File: src/rtl/vga_pkg.sv
// vga_pkg: shared 640x480@60 timing constants, also used by the image reader stage
package vga_pkg;
    localparam int VGA_H_VISIBLE = 640;
    localparam int VGA_H_FP      = 16;
    localparam int VGA_H_SYNC    = 96;
    localparam int VGA_H_BP      = 48;
    localparam int VGA_V_VISIBLE = 480;
    localparam int VGA_V_FP      = 10;
    localparam int VGA_V_SYNC    = 2;
    localparam int VGA_V_BP      = 33;
    localparam int VGA_H_TOTAL   = VGA_H_VISIBLE + VGA_H_FP + VGA_H_SYNC + VGA_H_BP;
    localparam int VGA_V_TOTAL   = VGA_V_VISIBLE + VGA_V_FP + VGA_V_SYNC + VGA_V_BP;
    localparam int VGA_CLK_DIV   = 4;
    localparam int IMG_W         = 320;
    localparam int IMG_H         = 240;
    typedef logic [9:0] coord_t;
endpackage

File: src/rtl/pixel_tick_gen.sv
// pixel_tick_gen: divides clk by CLK_DIV, tick high in the last clk of each pixel period
module pixel_tick_gen #(
    parameter int CLK_DIV = 4
) (
    input  logic clk,
    input  logic reset,
    output logic tick
);
    localparam int DW = CLK_DIV > 1 ? $clog2(CLK_DIV) : 1;
    logic [DW-1:0] div_cnt_q, div_cnt_d;
    always_comb begin
        tick      = div_cnt_q == DW'(CLK_DIV - 1);
        div_cnt_d = tick ? '0 : div_cnt_q + DW'(1);
    end
    always_ff @(posedge clk or posedge reset) begin
        if (reset) div_cnt_q <= '0;
        else       div_cnt_q <= div_cnt_d;
    end
endmodule

File: src/rtl/vga_sync_gen.sv
// vga_sync_gen: pixel/line counters with registered sync, display-enable and position decode
module vga_sync_gen
    import vga_pkg::*;
#(
    parameter int H_VISIBLE = VGA_H_VISIBLE,
    parameter int H_FP      = VGA_H_FP,
    parameter int H_SYNC    = VGA_H_SYNC,
    parameter int H_BP      = VGA_H_BP,
    parameter int V_VISIBLE = VGA_V_VISIBLE,
    parameter int V_FP      = VGA_V_FP,
    parameter int V_SYNC    = VGA_V_SYNC,
    parameter int V_BP      = VGA_V_BP,
    parameter int CLK_DIV   = VGA_CLK_DIV
) (
    input  logic       clk,
    input  logic       reset,
    output logic       pixel_tick,
    output logic       h_sync,
    output logic       v_sync,
    output logic       DE,
    output logic [9:0] x,
    output logic [9:0] y,
    output logic       frame_start
);
    localparam int H_TOTAL = H_VISIBLE + H_FP + H_SYNC + H_BP;
    localparam int V_TOTAL = V_VISIBLE + V_FP + V_SYNC + V_BP;
    logic tick, h_end, v_end;
    coord_t h_cnt_q, h_cnt_d, v_cnt_q, v_cnt_d, x_q, x_d, y_q, y_d;
    logic wrap_q, wrap_d, de_q, de_d, hs_q, hs_d, vs_q, vs_d, fs_q, fs_d;
    pixel_tick_gen #(.CLK_DIV(CLK_DIV)) u_tick (
        .clk  (clk),
        .reset(reset),
        .tick (tick)
    );
    always_comb begin
        h_end   = h_cnt_q == 10'(H_TOTAL - 1);
        v_end   = v_cnt_q == 10'(V_TOTAL - 1);
        h_cnt_d = !tick ? h_cnt_q : h_end ? '0 : h_cnt_q + 10'd1;
        v_cnt_d = !(tick && h_end) ? v_cnt_q : v_end ? '0 : v_cnt_q + 10'd1;
        wrap_d  = tick && h_end && v_end;
        de_d    = h_cnt_q < 10'(H_VISIBLE) && v_cnt_q < 10'(V_VISIBLE);
        hs_d    = !(h_cnt_q >= 10'(H_VISIBLE + H_FP) && h_cnt_q < 10'(H_VISIBLE + H_FP + H_SYNC));
        vs_d    = !(v_cnt_q >= 10'(V_VISIBLE + V_FP) && v_cnt_q < 10'(V_VISIBLE + V_FP + V_SYNC));
        x_d     = h_cnt_q;
        y_d     = v_cnt_q;
        // wrap_q marks the counters now sitting on the freshly wrapped (0,0)
        fs_d    = wrap_q;
    end
    always_ff @(posedge clk or posedge reset) begin
        if (reset) begin
            h_cnt_q <= '0;
            v_cnt_q <= '0;
            wrap_q  <= 1'b0;
            de_q    <= 1'b0;
            hs_q    <= 1'b1;
            vs_q    <= 1'b1;
            x_q     <= '0;
            y_q     <= '0;
            fs_q    <= 1'b0;
        end else begin
            h_cnt_q <= h_cnt_d;
            v_cnt_q <= v_cnt_d;
            wrap_q  <= wrap_d;
            de_q    <= de_d;
            hs_q    <= hs_d;
            vs_q    <= vs_d;
            x_q     <= x_d;
            y_q     <= y_d;
            fs_q    <= fs_d;
        end
    end
    assign pixel_tick  = tick;
    assign DE          = de_q;
    assign h_sync      = hs_q;
    assign v_sync      = vs_q;
    assign x           = x_q;
    assign y           = y_q;
    assign frame_start = fs_q;
endmodule

File: config.mk
export PLATFORM = sky130hd
export DESIGN_NAME = vga_sync_gen
export DESIGN_NICKNAME = d
export VERILOG_FILES = /design/src/rtl/vga_pkg.sv /design/src/rtl/pixel_tick_gen.sv /design/src/rtl/vga_sync_gen.sv
export SDC_FILE = /design/constraint.sdc
export NUM_CORES = 1
export LEC_CHECK = 0
export BUFFER_PORTS_ARGS = -buffer_cell sky130_fd_sc_hd__buf_4
export CAP_MARGIN = 10
export CORE_ASPECT_RATIO = 0.75
export CORE_MARGIN = 3
export CORE_UTILIZATION = 30
export CTS_BUF_LIST = sky130_fd_sc_hd__clkbuf_2
export CTS_CLUSTER_SIZE = 14
export DETAILED_ROUTE_END_ITERATION = 10
export MAX_ROUTING_LAYER = met4
export PLACE_DENSITY = 0.51
export REMOVE_ABC_BUFFERS = 1
export SYNTH_ARGS = -nofsm -noshare
export SYNTH_HDL_FRONTEND = slang
export SYNTH_SLANG_ARGS = --single-unit
File: constraint.sdc
create_clock -name clk -period 3 [get_ports clk]
set_clock_uncertainty 0.2 [all_clocks]
set_input_delay 0.6 -clock clk [delete_from_list [all_inputs] [get_ports clk]]
set_output_delay 0.6 -clock clk [all_outputs]
set_load 0.03 [all_outputs]
Word level (Yosys, flattened, before mapping)
Index checks and enable logic that the tools add are counted.

word-level totals
  flip-flop bits (word level) = 47
  latch bits = 0
  RAM bits = 0
  ROM bits = 0
  bits of input ports = 2
  output and inout port bits = 25
  memories kept = 0

operators by class
  add/sub/neg operators = 3
  multipliers = 0
  div/mod/pow operators = 0
  magnitude comparators = 6
  equal/unequal tests = 3
  shift-type cells = 0
  muxes and demuxes = 3
  bitwise gates (word level) = 0
  reduce and logical (&&, ||, !) cells = 7

operators by type and width
  cell                                                  number
  adder 10 x 1 -> 10 bit, second input constant         2
  equality test 10 bit, second input constant           2
  < comparator 10 bit, second input constant            2
  < comparator 10 x 9 -> 1 bit, second input constant   2
  2-to-1 mux 10 bit                                     2
  >= comparator 10 bit, second input constant           1
  >= comparator 10 x 9 -> 1 bit, second input constant  1
  logical AND 1 bit                                     5
  adder 2 x 1 -> 2 bit, second input constant           1
  equality test 2 bit, second input constant            1
  zero test 1 bit                                       2
  2-to-1 mux 2 bit                                      1

Logic depth before layout (Yosys ltp)
Gate-level depths: netlist of run 1.

  depth after elaboration = 3
  gate-level depth with buffers = 6
  depth with buffers taken out = 6

Modules after synthesis
Synthesis of run 1 repeated with hierarchy kept, for this count alone.

unflattened totals
  cells, all modules = 140
  area total of the unflattened synthesis = 1801.7 µm²

by module, submodules not included
  module          times used  cells each  area each (µm²)  seq. area each (µm²)
  vga_sync_gen    1           135         1731.7           1128.6
  pixel_tick_gen  1           5           70.1             50.0

Worst setup path after synthesis of run 1
No wires, ideal clock.

  path kind = flip-flop to flip-flop
  start = reg u_tick.div_cnt_q[0]
  end = reg v_cnt_q[9]
  library setup time = 0.077 ns
  data arrival time = 2.120 ns
  data required time = 2.723 ns
  slack = 0.602 ns
  stages on the path, launching flop included = 7
  buffers on the path = 1
  clock period less this slack = 2.398 ns
  cells stage by stage = dfrtp_1 -> ha_1 -> nand2_1 -> or4b_1 -> buf_2 -> or3_1 -> a21oi_1

on the way
  word-level cells in the longest chain between the ends = 2

RTL lines
  element                   line                  RTL
  start: declaration        pixel_tick_gen.sv:10  logic [DW-1:0] div_cnt_q, div_cnt_d;
  start signal: assignment  pixel_tick_gen.sv:17  else div_cnt_q <= div_cnt_d;
  equality test 2 bit       pixel_tick_gen.sv:12  tick = div_cnt_q == DW'(CLK_DIV - 1);
  via pixel_tick            vga_sync_gen.sv:17    output logic pixel_tick,
  logical AND 1 bit         vga_sync_gen.sv:39    v_cnt_d = !(tick && h_end) ? v_cnt_q : v_end ? '0 : v_cnt_q + 10'd1;
  end signal: assignment    vga_sync_gen.sv:62    v_cnt_q <= v_cnt_d;
  end: declaration          vga_sync_gen.sv:28    coord_t h_cnt_q, h_cnt_d, v_cnt_q, v_cnt_d, x_q, x_d, y_q, y_d;

The timed path passes the listed nets, and every way through them passes these cells.
A chain may end at the register's enable or synchronous reset.

Worst setup path in the final report of run 1
  start = reg u_tick.div_cnt_q[0]
  end = reg v_cnt_q[9]

on the way
  word-level cells in the longest chain between the ends = 2

RTL lines
  element              line
  equality test 2 bit  pixel_tick_gen.sv:12
  logical AND 1 bit    vga_sync_gen.sv:39

No other way between the ends.

==> results of run 1 <==
-- worst reg2reg max path: stages, from the launching register on --
cell and delay, ps:
dfrtp_1 400, ha_1 290, nand2_1 170, or4b_1 700, or3_1 410, a21oi_1 150
-- registers in the layout (all words and copies together), names as in the netlist --
register,cells
DE,1
frame_start,1
fs_d,1
h_cnt_q,10
h_sync,1
u_tick.div_cnt_q,2
v_cnt_q,10
v_sync,1
x,10
y,10
-- metrics by stage --
| step | cell area, µm² | utilization (%) | total power [mW] |
|---|---|---|---|
| 2_1_floorplan | 1760 | - | 0.655 |
| 3_3_place_gp | 2070 | 37.5 | 0.661 |
| 3_5_place_dp | 2070 | 37.5 | 0.661 |
| 4_1_cts | 2150 | 39.0 | 1.01 |
| 5_1_grt | 2150 | 39.0 | 1.04 |
| 6_report | 2150 | 39.0 | 0.996 |
-- power groups by stage --
stage          clock [mW]  combinational [mW]  sequential, mW
2_1_floorplan           0             0.00926           0.646
3_3_place_gp            0              0.0154           0.646
3_5_place_dp            0              0.0158           0.646
4_1_cts             0.357              0.0169           0.635
5_1_grt             0.386              0.0192           0.636
6_report            0.345              0.0157           0.635
-- placed cells by master, fill, tap and decap left out, types with 2 or more instances in the layout --
master	synthesis	routed
nor2_1	9	9
buf_4	0	30
and2_1	2	2
nand4_1	6	6
nand2_1	8	8
o21ai_0	7	7
a21oi_1	4	4
nor3_1	5	5
clkbuf_2	0	5
or3_1	3	3
dfrtp_1	45	45
dfstp_2	2	2
xor2_1	6	6
nor4b_1	2	2
nand3_1	7	7
xnor2_1	6	6
and3_1	4	4
nor2b_1	2	2
inv_1	6	5
ha_1	5	5
-- cells in the mapped netlist, drive strengths merged (2+ instances only) --
master,count
a21oi,4
and2,2
and3,4
clkbuf,3
dfrtp,45
dfstp,2
ha,5
inv,6
nand2,8
nand3,7
nand4,6
nor2,9
nor2b,2
nor3,5
nor4b,2
o21ai,7
or3,3
xnor2,6
xor2,6
-- how the worst max path moves through the flow --
stage	to	slack (ps)	depth (start not counted)
after floorplan	v_cnt_q[5]	350	5
after global placement	v_cnt_q[3]	740	5
after detailed placement	v_cnt_q[9]	660	5
after CTS	v_cnt_q[9]	620	5
after global routing	v_cnt_q[9]	460	5
final	v_cnt_q[9]	620	5
-- final cells by class --
cell class / instances / share of cell area, %
Timing Repair Buffer: 31 / 10.9
Tap cell: 75 / 4.36
Clock buffer: 5 / 1.16
Multi-Input combinational cell: 85 / 25.7
Clock inverter: 3 / 2.03
Sequential cell: 47 / 54.7
Inverter: 6 / 1.05
-- metal layers --
metal	track usage (%)	share of wire, %	wire length, µm	vias to the layer above
li1	-	-	-	554
met1	14.9	51	1660	561
met2	14.6	43	1390	22
met3	3.63	4.8	155	4
met4	3.36	1.2	38	0
met5	-	0	0	-
-- cell families after synthesis --
kind of cell / share of synthesized area, %
DFF: 66.5
xor gates and xnor gates: 5.93
and+or+nand+nor: 17.2
AOI/OAI and AO/OA: 4.03
muxes: 0.565
buffers and inverters: 2.19
adders and majority gates: 3.53
==> flow_summary.toml, run 1 <==
[status]
status = "complete, no violations"

[synth]
synthTopCellsByArea = "dfrtp_1, ha_1, dfstp_2"
seq_area_frac_synth_pct = 66.5
synth_cell_types = 29
yosys.area.top_type_share_pct = 63.6
synth_top_flop_cell = "dfrtp_1"
async_flop_share_pct = 100
synth_area_um2 = 1770
synth_edf_count = 0
synth_cells = 142
synth_seq_cells = 47
syn_area_per_cell_um2 = 12.5
synth_area_leader_cell = "dfrtp_1"
ys.warnings.count = 0

[clock_tree]
cts_max_level = 2
clock_path_buffers = 2
clkTransAtPathRegs_ps = 250
post_cts_resized = 0
clock_sinks = 47
cts_buffers = 5
cts_setup_buffers = 0
cts_tree = "built"
clockRootBuffer = "clkbuf_2"
clkLatencyLatePin_ps = 410
cts_hold_buffers = 1

[hold_path]
hold_path_end = "frame_start"
hold_path.startpoint = "fs_d"
min_path_cells = 0
min_path_type = "reg -> reg"

[worst_setup_path]
setup.worst_path.start_class = "flip-flop"
arrival_ps = 2530
r2r_slack_ps = 620
cp_slowest_cell = "or4b_1"
critPathLaunch = "u_tick.div_cnt_q[0]"
timing.rr.end = "v_cnt_q[9]"
rr_startpoint = "u_tick.div_cnt_q[0]"
critPathBufInv = 0
crit_chain = "ha_1 -> nand2_1 -> or4b_1 -> or3_1 -> a21oi_1"
setup.worst_path.class = "reg -> reg"
cp-end-kind = "flip-flop"
worstPathMaxFanout = 11
path_delay_family = "simple AND/OR/NAND/NOR gates"
critical-path-max-stage-delay_ps = 700
critPathRequiredTime_ps = 3160
worstRegToRegCells = 5

[sta]
max_freq_ghz = 0.421
fin_crit_sh_pct = 79.2
worst_pin_slew_ps = 560
finalMaxSlewViolations = 0
finalHoldWorstSlack_ps = 212
setup_slack_ps = 624
finalHoldViolCount = 0
rsz0062_at_grt = "false"
fin_crit_ps = 2380
setup_tns_ps = 0
relSlewSlack_pct = 62.4
setup_violations = 0

[global_routing]
antenna_found_initial = 0
grt_pass1_wl_mm = 5.46
grt_pass1_vias = 1081
grt_start_max_net_pins = 18
gr-total-overflow = 0
grt_util_all_layers_pct = 10.7

[layout]
drive_gt1_share_pct = 23.2
antenna_cells = 0
fillCellCount = 551
multi_input_area_um2 = 554
fin_cells = 252
syn_to_final_growth_pct = 21.5
fin_nets = 183
regArea_um2 = 1180

[place]
dp_hpwl_mm = 2.29
port_buffers = 26
post-place-ws_ps = 662
gp_congestion = 0.782
placed_cells = 243

[detailed_routing]
drt-total-wl_mm = 3.24
post-route-drc-count = 0
first_iter_violations = 22
vias = 1141
antenna_left = 0
viasPerCell = 4.53
drt-pass1-iter-count = 4
wl_per_cell_um = 12.9

[floorplanning]
num_rows = 23
die_w_um = 94.7
start_util_pct = 32.1
die_area_um2 = 6870
core_um2 = 5530
die_y_um = 72.6
io_pins = 27

[power_and_ir_drop]
switchingPower_mw = 0.216
power.density_nw_per_um2 = 463
swShare_pct = 21.7
peakVddDrop_mv = 0.205
sequentialPowerShare_pct = 63.8
clkPwrFrac_pct = 34.7
p_int_mw = 0.780
pwr-share-comb_pct = 1.6
leakage_nw = 1.02

[run]
drv_cap = 0
(Power assumes the default switching activity.)
==> inputs of run 2 (changes only) <==
--- a/config.mk
+++ b/config.mk
@@ -5,6 +5,7 @@
 export SDC_FILE = /design/constraint.sdc
 export NUM_CORES = 1
 export LEC_CHECK = 0
+export ABC_AREA = 1
 export BUFFER_PORTS_ARGS = -buffer_cell sky130_fd_sc_hd__buf_4
 export CAP_MARGIN = 10
 export CORE_ASPECT_RATIO = 0.75
@@ -14,7 +15,7 @@
 export CTS_CLUSTER_SIZE = 14
 export DETAILED_ROUTE_END_ITERATION = 10
 export MAX_ROUTING_LAYER = met4
-export PLACE_DENSITY = 0.51
+export PLACE_DENSITY = 0.5
 export REMOVE_ABC_BUFFERS = 1
 export SYNTH_ARGS = -nofsm -noshare
 export SYNTH_HDL_FRONTEND = slang
==> constraint.sdc (replaced) <==
create_clock -name clk -period 2.2 [get_ports clk]
set_clock_uncertainty 0.2 [all_clocks]
set_input_delay 0.44 -clock clk [delete_from_list [all_inputs] [get_ports clk]]
set_output_delay 0.44 -clock clk [all_outputs]
set_load 0.03 [all_outputs]
==> run 2 against run 1 <==
  * Routed wire length grew 20%
  * Core utilization shrank 1.1 points
  * Synthesized area grew 15%
  * Non-clock buffer count shrank 3
  * Critical endpoint is now pixel_tick
  * Final cell count grew 30%
  * Synthesized cell count grew 51%
  * Register-to-register slack lost 150 ps
  * Critical path type is now reg -> out
  * Global-route usage grew 0.51 points
  * Sequential power grew 36%
==> flow_summary.toml, run 2 <==
[place]
gp_congestion = 0.838
port_buffers = 26
placed_cells = 319
dp_hpwl_mm = 2.78

[layout]
fin_cells = 328
regArea_um2 = 1180
fillCellCount = 646
multi_input_area_um2 = 719
fin_nets = 253
syn_to_final_growth_pct = 19.9
drive_gt1_share_pct = 21.9
final_cell_mix = "dfrtp_1, nand2_1, inv_1"
antenna_cells = 0

[clock_tree]
cts_tree = "built"
clock_path_buffers = 2
clkLatencyLatePin_ps = 420
cts_max_level = 2
clock_sinks = 47
clockRootBuffer = "clkbuf_2"
cts_buffers = 5
clkTransAtPathRegs_ps = 240

[worst_setup_path]
critPathBufInv = 1
cp_slowest_cell = "dfrtp_1"
setup.worst_path.class = "reg -> out"
critPathRequiredTime_ps = 1560
cp-end-kind = "primary output"
setup.worst_path.start_class = "flip-flop"
worstPathMaxFanout = 12
critical-path-max-stage-delay_ps = 410
path_delay_family = "flip-flops"
arrival_ps = 1360
r2r_slack_ps = 470
crit_chain = "ha_2 -> buf_4"

[run]
drv_cap = 0

[global_routing]
gr-total-overflow = 0
grt_pass1_wl_mm = 6.76
grt_util_all_layers_pct = 11.2
antenna_found_initial = 0
grt_pass1_vias = 1365
grt_start_max_net_pins = 26

[floorplanning]
die_w_um = 101
start_util_pct = 31.6
die_y_um = 77.3
die_area_um2 = 7820
io_pins = 27
core_um2 = 6440
num_rows = 25

[synth]
synth_area_um2 = 2040
synth_area_leader_cell = "dfrtp_1"
synth_edf_count = 0
synthTopCellsByArea = "dfrtp_1, nand2_1, inv_1"
synth_seq_cells = 47
yosys.area.top_type_share_pct = 55.3
syn_area_per_cell_um2 = 9.51
synth_top_flop_cell = "dfrtp_1"
synth_cells = 214
seq_area_frac_synth_pct = 57.9
async_flop_share_pct = 100
synth_cell_types = 30
ys_top_cells_by_count = "dfrtp_1, nand2_1, inv_1"
ys.warnings.count = 0

[detailed_routing]
vias = 1437
drt-pass1-iter-count = 4
drt-total-wl_mm = 3.89
antenna_left = 0
first_iter_violations = 53
post-route-drc-count = 0
viasPerCell = 4.38
wl_per_cell_um = 11.9

[sta]
max_freq_ghz = 0.500
finalHoldViolCount = 0
fin_crit_ps = 2000
rsz0062_at_grt = "false"
fin_crit_sh_pct = 90.9
worst_pin_slew_ps = 496
relSlewSlack_pct = 66.9
finalMaxSlewViolations = 0
setup_tns_ps = 0
setup_violations = 0

[power_and_ir_drop]
leakage_nw = 1.24
power.density_nw_per_um2 = 604
peakVddDrop_mv = 0.269

[hold_path]
min_path_type = "reg -> reg"

[status]
status = "complete, no violations"
[run 2: changes by cell type after synthesis, sizes merged, moves of 4 or more]
cell | previous run | this run
and3 | 4 | 0
nand2 | 8 | 46
inv | 6 | 33
nand4 | 6 | 11
xnor2 | 6 | 2
nor2 | 9 | 32
nand3 | 7 | 13
[run 2: timing repair]
action / in CTS / in global routing
hold buffers: 1 / 0
hold endpoints to repair: 20 / 0
gates resized for setup: 0 / 1
setup endpoints to repair: 0 / 1
buffers inserted: 0 / 0
[run 2: power breakdown]
part	internal, mW	switching (mW)
Clock	0.305	0.280
Combinational	0.00599	0.0171
Sequential	0.866	0
[run 2: per-stage QoR]
stage	utilization [%]	power (mW)	hold slack (ps)	worst slack, ps	cell area [µm²]
after detailed placement	36.3	0.904	139	370	2340
final	37.9	1.47	185	201	2440
after global placement	36.3	0.904	138	457	2340
after floorplan	-	0.893	131	350	2020
after CTS	37.8	1.50	190	19.6	2440
after global routing	37.9	1.54	222	63.1	2440
[run 2: area by class of cell]
type                            count  area share, %
Sequential cell                    47           48.3
Multi-Input combinational cell    131           29.5
Timing Repair Buffer               28           9.23
Inverter                           33           5.07
Tap cell                           81           4.15
Clock inverter                      3           2.77
Clock buffer                        5           1.03
[run 2: layer usage]
layer	GRT usage [%]	routed length, µm	vias to the layer above	part of all wire [%]
met2	14.3	1500	29	38
met4	2.39	32	0	0.82
met1	17.2	2180	670	56
met5	-	0	-	0
li1	-	-	734	-
met3	3.41	186	4	4.8
[run 2: kinds of logic (layout without fill, tap and decap cells)]
| kind of cell | after synthesis | count (layout) | share of synthesized area, % |
|---|---|---|---|
| simple gates | 108 | 108 | 26.1 |
| fa+ha+maj | 5 | 5 | 3.07 |
| compound gates | 12 | 12 | 3.44 |
| flops | 47 | 47 | 57.9 |
| xor+xnor | 6 | 6 | 2.58 |
| buf+inv | 36 | 69 | 6.88 |
[run 2: path summary, 6_finish.rpt]
kind | from | endpoint | cells past startpoint
hold reg to reg | fs_d | frame_start | 0
setup / recovery | u_tick.div_cnt_q[0] | pixel_tick | 2
hold / removal | fs_d | frame_start | 0
setup reg to reg | u_tick.div_cnt_q[0] | h_cnt_q[5] | 7
min in group asynchronous | reset | frame_start | 3
max in group asynchronous | reset | v_cnt_q[8] | 4
==> inputs of run 3 (changes only) <==
--- a/config.mk
+++ b/config.mk
@@ -5,7 +5,7 @@
 export SDC_FILE = /design/constraint.sdc
 export NUM_CORES = 1
 export LEC_CHECK = 0
-export ABC_AREA = 1
+export ABC_AREA = 0
 export BUFFER_PORTS_ARGS = -buffer_cell sky130_fd_sc_hd__buf_4
 export CAP_MARGIN = 10
 export CORE_ASPECT_RATIO = 0.75
@@ -15,7 +15,7 @@
 export CTS_CLUSTER_SIZE = 14
 export DETAILED_ROUTE_END_ITERATION = 10
 export MAX_ROUTING_LAYER = met4
-export PLACE_DENSITY = 0.5
+export PLACE_DENSITY = 0.51
 export REMOVE_ABC_BUFFERS = 1
 export SYNTH_ARGS = -nofsm -noshare
 export SYNTH_HDL_FRONTEND = slang
==> run 3 against run 2 <==
  * Sequential share of layout area up 4.8 points
  * Worst setup slack worse by 72 ps
  * Register-to-register slack worse by 340 ps
  * Critical path type is now reg -> reg
  * Final cell count down 21%
  * Fmax down 3.5%
  * Non-clock buffer count up 12
  * Highest routed layer is now met3
  * Largest power group unchanged
  * Die area down 12%
  * Hold slack about the same
==> flow_summary.toml, run 3 (same netlist as run 1, synthesis figures left out) <==
[sta]
worst_pin_slew_ps = 564
relSlewSlack_pct = 62.4
fin_crit_sh_pct = 94.1
max_freq_ghz = 0.483
finalMaxSlewViolations = 0
rsz0062_at_grt = "false"
fin_crit_ps = 2070
setup_violations = 0
finalHoldViolCount = 0

[worst_setup_path]
critPathRequiredTime_ps = 2340
critPathBufInv = 0
arrival_ps = 2210
critical-path-max-stage-delay_ps = 580
cp_slowest_cell = "or4b_4"
cp-end-kind = "flip-flop"
setup.worst_path.class = "reg -> reg"
path_delay_family = "simple AND/OR/NAND/NOR gates"
setup.worst_path.start_class = "flip-flop"
crit_chain = "ha_1 -> nand2_1 -> or4b_4 -> or3_1 -> a21oi_1"
worstPathMaxFanout = 11

[layout]
fin_cells = 260
drive_gt1_share_pct = 27.0
final_cell_mix = "dfrtp_1, buf_4, nor2_1"
final_area_um2 = 2220
final_common_cell = "dfrtp_1"
antenna_cells = 0
fin_nets = 192
syn_to_final_growth_pct = 25.2
fillCellCount = 541

[floorplanning]
core_um2 = 5530
start_util_pct = 32.1
num_rows = 23
die_area_um2 = 6870
io_pins = 27
die_y_um = 72.6
die_w_um = 94.7

[place]
port_buffers = 26
gp_congestion = 0.810
placed_cells = 252
place_area_um2 = 2140
dp_hpwl_mm = 2.27

[status]
status = "complete, no violations"

[power_and_ir_drop]
leakage_nw = 1.06
power.density_nw_per_um2 = 599
peakVddDrop_mv = 0.246

[clock_tree]
clockRootBuffer = "clkbuf_2"
cts_tree = "built"
cts_buffers = 5
clock_sinks = 47
clkTransAtPathRegs_ps = 230
cts_max_level = 2
clkLatencyLatePin_ps = 390
cts_setup_buffers = 0
clock_path_buffers = 2

[detailed_routing]
first_iter_violations = 63
drt-pass1-iter-count = 4
drt-total-wl_mm = 3.21
antenna_left = 0
wl_per_cell_um = 12.4
viasPerCell = 4.47
vias = 1162
post-route-drc-count = 0

[global_routing]
gr-total-overflow = 0
grt_pass1_vias = 1145
antenna_found_initial = 0
grt_start_max_net_pins = 48
grt_util_all_layers_pct = 11.2
grt_pass1_wl_mm = 5.77

[run]
drv_cap = 0

[hold_path]
min_path_type = "reg -> reg"
[run 3: layer usage]
metal | global-route usage, % | vias to the layer above | routed length (µm)
li1 | - | 572 | -
met1 | 17.1 | 557 | 1660
met2 | 14.1 | 33 | 1330
met3 | 3.42 | 0 | 218
met4 | 2.88 | 0 | 0
met5 | - | - | 0
[run 3: worst paths after layout]
kind	start	endpoint	slack, ps	depth (start not counted)
worst max-delay path	h_cnt_q[1]	v_cnt_q[3]	130	5
worst min-delay path	fs_d	frame_start	190	0
worst max register to register	h_cnt_q[1]	v_cnt_q[3]	130	5
worst min register to register	fs_d	frame_start	190	0
max in group asynchronous	reset	h_cnt_q[1]	900	4
min in group asynchronous	reset	x[8]	510	4
[run 3: repair_timing]
item                       4_1_cts  5_1_grt
hold buffers                     1        0
hold endpoints to repair        45        0
setup endpoints to repair        1        0
gates resized for setup          1        0
[run 3: cell type report]
class	count	area, µm²	area share [%]
flip-flops and latches	47	1180	53.1
multi-input cells	85	558	25.2
repair buffers	40	303	13.6
well taps	75	93.8	4.23
clock inverters	2	37.5	1.69
clock buffers	5	25.0	1.13
inverters	6	22.5	1.02
[run 3: per-stage QoR]
step / worst slack (ps) / power (mW) / util, % / hold slack (ps) / TNS, ps
floorplan: -453 / 0.893 / - / 131 / -3080
global placement: 104 / 0.900 / 38.8 / 135 / 0
detailed placement: 16.2 / 0.900 / 38.8 / 144 / 0
CTS: 108 / 1.35 / 40.1 / 191 / 0
global route: 31.7 / 1.40 / 40.1 / 213 / 0
finish: 129 / 1.33 / 40.1 / 185 / 0
[run 3: power by group]
group / internal, mW / switching, mW
Clock: 0.186 / 0.259
Sequential: 0.866 / 0
Combinational: 0.00358 / 0.0161
Total: 1.05 / 0.275
